<file path="src/rtl/vga_pix_out.sv">
// Purpose : VGA pixel output stage; pops pixels from an upstream stream and
//           drives registered RGB, polarity-corrected syncs and data enable.
// Latency : 1 en_i tick from sampled pixel/syncs to outputs.
// Backpressure: pix_ready_o only during active RUN ticks; a missing pixel there
//           is an underrun that blanks and flushes to the next frame boundary.
//
// Ports:
//   clk_i, rst_i            clock and synchronous active-high reset
//   en_i                    pixel-clock enable tick
//   run_i                   controller enable; dropping it forces IDLE
//   hvis_i/hsync_i/hend_i   horizontal timing flags
//   vvis_i/vsync_i/vend_i   vertical timing flags
//   hspol_i/vspol_i         sync polarity, 1 = active-high
//   blank_i                 colour shown on active ticks without a pixel
//   pix_valid_i/pix_data_i/pix_ready_o   upstream pixel stream
//   clr_urun_i              clears the sticky underrun flag
//   red_o/green_o/blue_o    registered colour
//   hsync_o/vsync_o/de_o    registered syncs and data enable
//   frm_start_o/flush_o/urun_o  frame start pulse, flush level, sticky underrun
module vga_pix_out #(
    parameter int PIX_WIDTH = 24
) (
    input  logic                 clk_i,
    input  logic                 rst_i,
    input  logic                 en_i,
    input  logic                 run_i,
    input  logic                 hvis_i,
    input  logic                 hsync_i,
    input  logic                 hend_i,
    input  logic                 vvis_i,
    input  logic                 vsync_i,
    input  logic                 vend_i,
    input  logic                 hspol_i,
    input  logic                 vspol_i,
    input  logic [PIX_WIDTH-1:0] blank_i,
    input  logic                 pix_valid_i,
    input  logic [PIX_WIDTH-1:0] pix_data_i,
    output logic                 pix_ready_o,
    input  logic                 clr_urun_i,
    output logic [7:0]           red_o,
    output logic [7:0]           green_o,
    output logic [7:0]           blue_o,
    output logic                 hsync_o,
    output logic                 vsync_o,
    output logic                 de_o,
    output logic                 frm_start_o,
    output logic                 flush_o,
    output logic                 urun_o
);

    typedef enum logic [1:0] {
        IDLE     = 2'd0,
        WAIT_FRM = 2'd1,
        RUN      = 2'd2,
        FLUSH    = 2'd3
    } state_t;

    state_t         state_q, state_d;
    logic [7:0]     red_q, red_d;
    logic [7:0]     green_q, green_d;
    logic [7:0]     blue_q, blue_d;
    logic           hsync_q, hsync_d;
    logic           vsync_q, vsync_d;
    logic           de_q, de_d;
    logic           frm_start_q, frm_start_d;
    logic           flush_q, flush_d;
    logic           urun_q, urun_d;

    logic           active;
    logic           frame_end;
    logic           underrun;
    logic           pop;
    logic [PIX_WIDTH-1:0] colour;

    assign active    = hvis_i && vvis_i;
    assign frame_end = en_i && hend_i && vend_i;
    // Gated by reset so that a reset landing mid-line never consumes a pixel.
    assign pix_ready_o = (state_q == RUN) && en_i && active && !rst_i;
    assign pop         = pix_valid_i && pix_ready_o;
    assign underrun    = (state_q == RUN) && en_i && active && !pix_valid_i;

    always_comb begin
        state_d     = state_q;
        frm_start_d = 1'b0;
        red_d       = red_q;
        green_d     = green_q;
        blue_d      = blue_q;
        hsync_d     = hsync_q;
        vsync_d     = vsync_q;
        de_d        = de_q;
        flush_d     = flush_q;
        urun_d      = urun_q;
        colour      = '0;

        case (state_q)
            IDLE: begin
                state_d = WAIT_FRM;
            end
            WAIT_FRM: begin
                if (frame_end) begin
                    state_d     = RUN;
                    frm_start_d = 1'b1;
                end
            end
            RUN: begin
                // Underrun wins over a coincident frame end: the rest of the
                // frame is already lost, so flush through the next one.
                if (underrun) begin
                    state_d = FLUSH;
                end
            end
            FLUSH: begin
                if (frame_end) begin
                    state_d     = RUN;
                    frm_start_d = 1'b1;
                end
            end
            default: begin
                state_d = IDLE;
            end
        endcase

        if (!run_i) begin
            state_d     = IDLE;
            frm_start_d = 1'b0;
        end

        if (pop) begin
            colour = pix_data_i;
        end else if (((state_q == RUN) || (state_q == FLUSH)) && active) begin
            colour = blank_i;
        end

        if (en_i) begin
            red_d   = colour[PIX_WIDTH-1 -: 8];
            green_d = colour[PIX_WIDTH-9 -: 8];
            blue_d  = colour[PIX_WIDTH-17 -: 8];
            if (state_q == IDLE) begin
                hsync_d = ~hspol_i;
                vsync_d = ~vspol_i;
            end else begin
                hsync_d = hspol_i ? hsync_i : ~hsync_i;
                vsync_d = vspol_i ? vsync_i : ~vsync_i;
            end
            de_d    = pop;
            flush_d = (state_d == FLUSH);
            // Set has priority over clear.
            urun_d  = underrun || (urun_q && !clr_urun_i);
        end
    end

    always_ff @(posedge clk_i) begin
        if (rst_i) begin
            state_q     <= IDLE;
            red_q       <= '0;
            green_q     <= '0;
            blue_q      <= '0;
            hsync_q     <= 1'b0;
            vsync_q     <= 1'b0;
            de_q        <= 1'b0;
            frm_start_q <= 1'b0;
            flush_q     <= 1'b0;
            urun_q      <= 1'b0;
        end else begin
            state_q     <= state_d;
            red_q       <= red_d;
            green_q     <= green_d;
            blue_q      <= blue_d;
            hsync_q     <= hsync_d;
            vsync_q     <= vsync_d;
            de_q        <= de_d;
            frm_start_q <= frm_start_d;
            flush_q     <= flush_d;
            urun_q      <= urun_d;
        end
    end

    assign red_o       = red_q;
    assign green_o     = green_q;
    assign blue_o      = blue_q;
    assign hsync_o     = hsync_q;
    assign vsync_o     = vsync_q;
    assign de_o        = de_q;
    assign frm_start_o = frm_start_q;
    assign flush_o     = flush_q;
    assign urun_o      = urun_q;

endmodule

</file>
<file path="config.mk">
export PLATFORM = sky130hd
export DESIGN_NAME = vga_pix_out
export DESIGN_NICKNAME = d
export VERILOG_FILES = /design/src/rtl/vga_pix_out.sv
export SDC_FILE = /design/constraint.sdc
export NUM_CORES = 1
export LEC_CHECK = 0
export CAP_MARGIN = 5
export CELL_PAD_IN_SITES_DETAIL_PLACEMENT = 1
export CELL_PAD_IN_SITES_GLOBAL_PLACEMENT = 2
export CORE_MARGIN = 8
export CORE_UTILIZATION = 21
export DETAILED_ROUTE_END_ITERATION = 10
export PLACE_DENSITY_LB_ADDON = 0.1
export SLEW_MARGIN = 15
export SYNTH_ARGS = -nofsm -noshare
export SYNTH_HDL_FRONTEND = slang
export SYNTH_SLANG_ARGS = --single-unit
</file>
<file path="constraint.sdc">
create_clock -name clk_i -period 1.9 [get_ports clk_i]
set_input_delay 0.285 -clock clk_i [delete_from_list [all_inputs] [get_ports clk_i]]
set_output_delay 0.285 -clock clk_i [all_outputs]
set_load 0.01 [all_outputs]
</file>
==> flow_summary.ini, run 1 <==
[sta]
skew_ns = 0.00429
finalSetupViolCount = 0
max_freq_ghz = 0.587
hold_ws_ns = 0.483
rsz0062_at_grt = no
tightest_slew_ns = 0.361
drv_slew = 0
finalHoldViolations = 0
finalCriticalPeriod_ns = 1.70
slew_headroom_pct = 75.9
finalCritPeriodShare_pct = 89.7

[die]
fp.dieArea_um2 = 10600
rows = 31
die_w_um = 103
pin_count = 93
coreArea_um2 = 7290
start_util_pct = 21.7
die_h_um = 103

[synthesis]
ys_seq_area_share_pct = 40.4
synth_top_family_by_area = simple AND/OR/NAND/NOR gates
netlist_area_um2 = 1590
synth-adder-area-share_pct = 0
synthSimpleGateAreaFrac_pct = 29.8
syn_nets = 247
ys_ff_latch = 32
synthCells = 185
synthMuxAreaShare_pct = 0
avgSynthCellArea_um2 = 8.57
post_synth_xor_area_fraction_pct = 1.10
yosys_warnings = 0
synth_compound_area_share_pct = 16.9
synthDistinctLibCells = 25

[power_and_ir_drop]
leakage_nw = 0.874
p_per_area_nw_per_um2 = 592
vdd_drop_max_mv = 0.222

[setup_path]
cp-start-kind = input port
slowest_stage = clkdlybuf4s50_1
cpPeakStageDelay_ns = 0.49
cp.buffers_inverters = 2
critical_path_class = in2out
path_max_fanout = 2
crit_family = buffers and inverters
crit_required_ns = 1.62
path_cells = clkdlybuf4s50_1 > and3_1 > nand2_1 > nor2_1 > dlygate4sd2_1
cp.arrival_ns = 1.42
crit_path_end_kind = primary output

[clock_tree]
cts_sinks = 32
clk_latency_ns = 0.28
clock-root-buffer = clkbuf_8
clock_path_buffers = 2
cts_tree = done
clk_pin_slew_ns = 0.06
cts_hold_buf = 0
htreeDepth = 2
cts_buffers = 5

[final_layout]
layout.area.seq_um2 = 641
num_antenna_cells = 0
drive_above_1_share_pct = 7.69
multiInputGateArea_um2 = 772
nFillCells = 893
final_nets = 334
stdcell_area_um2 = 2680
final_util_pct = 36.7
syn_to_final_growth_pct = 68.7

[job]
maxCapViolations = 0

[global_route]
grt_pass1_vias = 1899
grt_pass1_wl_um = 10500
grt_max_degree = 36
grt-ovfl-total = 0
antenna_found_initial = 0
track_usage_pct = 12.9

[outcome]
outcome = finished clean

[placement]
place_area_um2 = 2590
place_congestion = 0.695
portBuffers = 92
dp_hpwl_um = 4660

[routing]
drtAntennaViolNets = 0
viasPerCell = 4.80
drt_iter0_markers = 90
wl_per_cell_um = 18.1
drc = 0
totalWireLength_um = 6730
vias = 1785
first_pass_iters = 4

[hold_path]
hp-class = reg2reg
path summary, 6_finish.rpt:
check / start / endpoint / slack (ns) / cells after the start
hold reg to reg: vsync_o / vsync_o / 0.48 / 2
setup reg to reg: state_q[0] / blue_o[2] / 0.36 / 5
setup / recovery: vvis_i / pix_ready_o / 0.20 / 5
hold / removal: vsync_o / vsync_o / 0.48 / 2
what timing repair did:
action	in CTS	in global routing
endpoints found under the setup margin	1	0
setup buffers	0	0
gates resized for setup	1	0
cell type report:
| type | instances | area share, % |
|---|---|---|
| flip-flops and latches | 32 | 23.9 |
| well taps | 99 | 4.63 |
| inverters | 3 | 0.421 |
| clock buffers | 8 | 3.37 |
| multi-input cells | 125 | 28.9 |
| repair buffers | 105 | 38.8 |
placed cells by master (no fill, tap or decap):
cell	count
xnor2_1	2
clkdlybuf4s50_1	90
nor4bb_4	1
nand2b_1	2
clkbuf_8	6
a311oi_1	25
nand3_1	24
nand2_1	4
nor3b_1	1
nor2b_1	2
nor2_1	29
a32oi_1	2
buf_4	11
clkbuf_1	2
nand4b_1	1
inv_1	3
and4_1	1
dlygate4sd2_1	1
nand4_1	24
o22ai_1	2
o21ai_1	2
a31o_1	1
buf_12	2
and3_1	1
buf_2	1
dfxtp_1	32
nand4bb_1	1
report_power, final:
| part | switching (mW) | total, mW | internal (mW) |
|---|---|---|---|
| clock network | 0.243 | 0.538 | 0.295 |
| registers | 0.0152 | 0.715 | 0.700 |
| logic | 0.132 | 0.330 | 0.198 |
kinds of logic (layout without fill, tap and decap cells):
| logic type | Yosys count | in the layout |
|---|---|---|
| flops | 32 | 32 |
| buf+inv | 28 | 116 |
| compound gates | 32 | 32 |
| xor+xnor | 2 | 2 |
| simple gates | 91 | 91 |
synth_stat cells:
master	count	area share (%)
nand2_1	4	0.95
nor2_1	29	6.9
buf_2	9	2.8
xnor2_1	2	1.1
a31o_1	1	0.55
o21ai_1	2	0.63
buf_4	3	1.4
nand3_1	24	7.6
nand4b_1	1	0.55
and3_1	1	0.39
nor3b_1	1	0.47
buf_8	2	1.9
buf_6	5	3.6
a311oi_1	25	14
nand2b_1	2	0.79
o22ai_1	2	0.79
and4_1	1	0.55
nor2b_1	2	0.79
nand4_1	24	9.5
nor4bb_1	1	0.63
a32oi_1	2	1.1
nand4bb_1	1	0.71
dfxtp_1	32	40
clkbuf_1	6	1.4
inv_1	3	0.71
routing by layer:
| layer | share of wire [%] | global-route usage [%] | wire length (um) |
|---|---|---|---|
| met3 | 9.4 | 5.54 | 634 |
| met1 | 42 | 15.2 | 2830 |
| met5 | 0 | 0 | 0 |
| met4 | 0.64 | 2.67 | 43 |
| met2 | 48 | 21.2 | 3230 |
sequential cells by signal (all words and copies together), names as in the netlist:
signal / count
urun_o: 1
frm_start_o: 1
hsync_o: 1
de_o: 1
blue_o: 8
green_o: 8
state_q: 2
flush_o: 1
red_o: 8
vsync_o: 1
worst min-delay path, cell delays in order (launching register included):
cell and delay (ns):
dfxtp_1 0.31, nand2_1 0.06, o22ai_1 0.06
per-stage QoR:
| stage | total power, mW | setup slack [ns] | TNS (ns) | std cells |
|---|---|---|---|---|
| 6_report | 1.58 | 0.196 | 0 | 372 |
| 5_1_grt | 1.68 | 0.0927 | 0 | 372 |
| 4_1_cts | 1.62 | 0.163 | 0 | 372 |
| 3_5_place_dp | 1.06 | -0.0937 | -0.123 | 364 |
| 3_3_place_gp | 1.07 | -0.107 | -0.107 | 364 |
| 2_1_floorplan | 0.845 | 0.486 | 0 | 185 |
(Power assumes the default switching activity.)
==> inputs of run 2 (changes only) <==
--- a/config.mk
+++ b/config.mk
@@ -12,6 +12,7 @@
 export CORE_UTILIZATION = 21
 export DETAILED_ROUTE_END_ITERATION = 10
 export PLACE_DENSITY_LB_ADDON = 0.1
+export RECOVER_POWER = 100
 export SLEW_MARGIN = 15
 export SYNTH_ARGS = -nofsm -noshare
 export SYNTH_HDL_FRONTEND = slang
==> run 2 against run 1 <==
Net effect: combinational power down 4%; critical path depth unchanged; largest power group unchanged; global-route usage unchanged; sequential cell count unchanged; largest cell class unchanged; register-to-register slack about the same; final cell count unchanged; die area unchanged; highest routed layer unchanged; critical endpoint is now blue_o[2]; via count up 0.22%; first-iteration DRC count up 3.3%.
==> flow_summary.ini, run 2 (synthesis gave the netlist of run 1 again) <==
[placement]
dp.cells = 364
portBuffers = 92
place_worst_setup_slack_ns = -0.0937
place_congestion = 0.695
dp_hpwl_um = 4660

[sta]
max_freq_ghz = 0.579
rsz0062_at_grt = no
skew_ns = 0.00382
finalSetupViolCount = 0
finalCritPeriodShare_pct = 90.9
drv_slew = 0
tightest_slew_ns = 0.362
hold_ws_ns = 0.480
finalCriticalPeriod_ns = 1.73
slew_headroom_pct = 75.8
finalHoldViolations = 0
setup_ws_ns = 0.173

[final_layout]
final_cells = 372
nFillCells = 894
num_antenna_cells = 0
layout_commonest_cell = clkdlybuf4s50_1
final_nets = 334
syn_to_final_growth_pct = 68.5
layout_common_cells = clkdlybuf4s50_1 (59), dfxtp_1 (32), dlygate4sd3_1 (31)
drive_above_1_share_pct = 7.33
multiInputGateArea_um2 = 772
layout.area.seq_um2 = 641

[setup_path]
cp-start-kind = input port
startpoint = rst_i
crit_required_ns = 2.08
r2r-start = state_q[0]
cp.arrival_ns = 1.91
reg2reg_to = blue_o[2]
reg2reg_slack_ns = 0.36
path_max_fanout = 24
rr_worst_depth = 5
endpoint = blue_o[2]
crit_path_end_kind = flip-flop
critical_path_class = in2reg

[routing]
drtAntennaViolNets = 0
drt_iter0_markers = 93
totalWireLength_um = 6720
drc = 0
first_pass_iters = 4
vias = 1789
wl_per_cell_um = 18.1
viasPerCell = 4.81

[outcome]
outcome = finished clean

[global_route]
grt-ovfl-total = 0
track_usage_pct = 12.9
antenna_found_initial = 0
grt_pass1_wl_um = 10500
grt_pass1_vias = 1899
grt_max_degree = 36

[hold_path]
hp-class = reg2reg

[die]
pin_count = 93
rows = 31
die_w_um = 103
fp.dieArea_um2 = 10600
coreArea_um2 = 7290
die_h_um = 103
start_util_pct = 21.7

[job]
maxCapViolations = 0

[clock_tree]
cts_sinks = 32
clock-root-buffer = clkbuf_8
cts_buffers = 5
htreeDepth = 2
cts_resized = 1
clk_latency_ns = 0.28
cts_hold_buf = 0
cts_tree = done
clk_pin_slew_ns = 0.06
clock_path_buffers = 2
postCtsSetupRepairBufs = 0

[power_and_ir_drop]
p_per_area_nw_per_um2 = 588
vdd_drop_max_mv = 0.222
leakage_nw = 0.954
[run 2: changes by cell type in the layout (fill, tap and decap cells not counted), sizes merged]
| cell | previous run | this run |
|---|---|---|
| buf | 14 | 13 |
| clkdlybuf4s50 | 90 | 59 |
| clkbuf | 8 | 9 |
| dlygate4sd3 | 0 | 31 |
[run 2: final cells by class]
class,count,area share (%)
Sequential cell,32,24.0
Timing Repair Buffer,105,38.7
Clock buffer,8,3.37
Inverter,3,0.422
Multi-Input combinational cell,125,28.9
Tap cell,99,4.64
[run 2: power breakdown]
group | leakage (nW) | switching [mW] | internal (mW)
logic | 0.645 | 0.132 | 0.187
registers | 0.263 | 0.0140 | 0.700
clock network | 0.0455 | 0.243 | 0.295
total | 0.954 | 0.389 | 1.18
[run 2: routing by layer]
layer | share of wire, % | GRT usage, %
met3 | 9.5 | 5.54
met2 | 48 | 21.2
met1 | 42 | 15.2
met5 | 0 | 0
met4 | 0.64 | 2.67
[run 2: metrics by stage]
stage	instance area, um2	TNS, ns	utilization, %	power [mW]
after floorplan	1590	0	-	0.845
after global placement	2590	-0.107	35.5	1.07
after detailed placement	2590	-0.123	35.5	1.06
after CTS	2680	0	36.7	1.62
after global routing	2670	0	36.6	1.66
final	2670	0	36.6	1.57
[run 2: worst min-delay path by stage]
stage                           start       to  slack (ns)  cells past startpoint
after floorplan           pix_valid_i     de_o        0.45                      2
after CTS                     vsync_o  vsync_o        0.49                      2
after detailed placement      vsync_o  vsync_o        0.48                      2
after global placement           de_o     de_o        0.47                      2
final                         vsync_o  vsync_o        0.48                      2
after global routing             de_o     de_o        0.51                      2
[run 2: worst max-delay path, cell delays in order]
cell           delay, ns
dlygate4sd3_1       0.65
nor4bb_4            0.34
buf_12              0.21
nand4_1             0.11
a311oi_1            0.30
==> inputs of run 3 (changes only) <==
--- a/config.mk
+++ b/config.mk
@@ -11,7 +11,7 @@
 export CORE_MARGIN = 8
 export CORE_UTILIZATION = 21
 export DETAILED_ROUTE_END_ITERATION = 10
-export PLACE_DENSITY_LB_ADDON = 0.1
+export PLACE_DENSITY_LB_ADDON = 0.05
 export RECOVER_POWER = 100
 export SLEW_MARGIN = 15
 export SYNTH_ARGS = -nofsm -noshare
==> run 3 against run 2 <==
Net effect: global-route usage fell by 0.11 points; critical endpoint is now pix_ready_o; largest power group unchanged; sequential share of layout area is 0.22 points higher; hold slack got worse by 0.0050 ns.
==> flow_summary.ini, run 3 (synthesis gave the netlist of run 1 again) <==
[placement]
portBuffers = 92
dp_hpwl_um = 4700
place_congestion = 0.661

[setup_path]
path_cells = dlygate4sd3_1 > and3_1 > nand2_1 > nor2_1 > dlygate4sd2_1
cpPeakStageDelay_ns = 0.54
reg2reg_slack_ns = 0.34
crit_path_end_kind = primary output
r2r-start = state_q[0]
reg2reg_to = blue_o[3]
cp.arrival_ns = 1.47
slowest_stage = dlygate4sd3_1
path_max_fanout = 2
critical_path_class = in2out
cp-start-kind = input port
crit_required_ns = 1.62
rr_worst_depth = 5

[die]
rows = 31
fp.dieArea_um2 = 10600
coreArea_um2 = 7290
pin_count = 93
die_h_um = 103
die_w_um = 103
start_util_pct = 21.7

[power_and_ir_drop]
p_sw_share_pct = 25.5
power.switching_mw = 0.404
p_per_area_nw_per_um2 = 598
p_total_mw = 1.58
leakage_nw = 0.945
power.share.sequential_pct = 45.1
clkPwrFrac_pct = 35.1
pwr-share-comb_pct = 19.8
p_int_mw = 1.18
vdd_drop_max_mv = 0.245

[final_layout]
final_nets = 335
syn_to_final_growth_pct = 67.0
layout_common_cells = clkdlybuf4s50_1 (59), dfxtp_1 (32), dlygate4sd3_1 (31)
final_util_pct = 36.3
drive_above_1_share_pct = 7.30
num_antenna_cells = 0
layout_commonest_cell = clkdlybuf4s50_1

[routing]
first_pass_iters = 4
wl_per_cell_um = 17.9
drc = 0
vias = 1780
drtAntennaViolNets = 0
viasPerCell = 4.77
totalWireLength_um = 6660
drt_iter0_markers = 54

[global_route]
grt-ovfl-total = 0
grt_pass1_vias = 2001
track_usage_pct = 12.8
grt_max_degree = 57
grt_pass1_wl_um = 10400
antenna_found_initial = 0

[hold_path]
whs_path_depth = 2
hp-class = reg2reg
holdPathEnd = vsync_o
hold_start = vsync_o

[sta]
finalCriticalPeriod_ns = 1.76
slew_headroom_pct = 61.7
skew_ns = 0.00563
finalCritPeriodShare_pct = 92.5
tightest_slew_ns = 0.575
finalHoldViolations = 0
drv_slew = 0
rsz0062_at_grt = no
hold_ws_ns = 0.475
max_freq_ghz = 0.569
finalSetupViolCount = 0

[clock_tree]
cts_sinks = 32
clock_path_buffers = 2
clk_pin_slew_ns = 0.07
postCtsSetupRepairBufs = 0
cts_tree = done
cts_buffers = 5
clock-root-buffer = clkbuf_8
htreeDepth = 2
clk_latency_ns = 0.28

[job]
maxCapViolations = 0

[outcome]
outcome = finished clean
run 3: changes by cell type in the layout (fill, tap and decap cells not counted):
| cell | change |
|---|---|
| buf_12 | -2 |
| clkbuf_1 | +1 |
| clkbuf_2 | +1 |
| buf_4 | +1 |
run 3: timing repair:
item                                    CTS  global route
gates resized for setup                   1             0
hold buffers                              0             0
endpoints found under the setup margin    1             0
run 3: worst max-delay path: cells and delay by family:
family / cells / cell delay [ns]
and+or+nand+nor: 3 / 0.36
buffers and inverters: 2 / 0.83
run 3: how the worst max path moves through the flow:
| stage | from | to | slack [ns] | depth (start not counted) |
|---|---|---|---|---|
| 2_1_floorplan | hvis_i | pix_ready_o | 0.49 | 6 |
| 3_3_place_gp | hvis_i | pix_ready_o | -0.12 | 5 |
| 3_5_place_dp | rst_i | red_o[2] | -0.13 | 5 |
| 4_1_cts | hvis_i | pix_ready_o | 0.17 | 5 |
| 5_1_grt | rst_i | red_o[0] | 0.03 | 5 |
| 6_report | vvis_i | pix_ready_o | 0.14 | 5 |
run 3: area by class of cell:
| cell class | instances | area [um2] |
|---|---|---|
| well taps | 99 | 124 |
| multi-input cells | 125 | 772 |
| clock buffers | 8 | 90.1 |
| repair buffers | 106 | 1010 |
| inverters | 3 | 11.3 |
| fillers | 894 | 4640 |
| flip-flops and latches | 32 | 641 |
run 3: metal layers:
layer	up-vias	global-route usage, %	wire length (um)
met5	-	0	0
met4	0	3.34	51
met3	8	4.86	542
met2	55	20.6	3000
met1	837	15.5	3070
li1	880	-	-
run 3: metrics by stage:
step / area, um2 / setup slack (ns) / instances / setup TNS (ns)
2_1_floorplan: 1590 / 0.486 / 185 / 0
3_3_place_gp: 2570 / -0.124 / 365 / -0.911
3_5_place_dp: 2570 / -0.131 / 365 / -2.22
4_1_cts: 2660 / 0.171 / 373 / 0
5_1_grt: 2650 / 0.0317 / 373 / 0
6_report: 2650 / 0.142 / 373 / 0
run 3: power groups by stage:
stage | sequential (mW) | combinational (mW) | clock, mW
floorplan | 0.743 | 0.102 | 0
global placement | 0.729 | 0.332 | 0
detailed placement | 0.730 | 0.331 | 0
CTS | 0.715 | 0.332 | 0.584
global route | 0.717 | 0.341 | 0.616
finish | 0.713 | 0.314 | 0.556
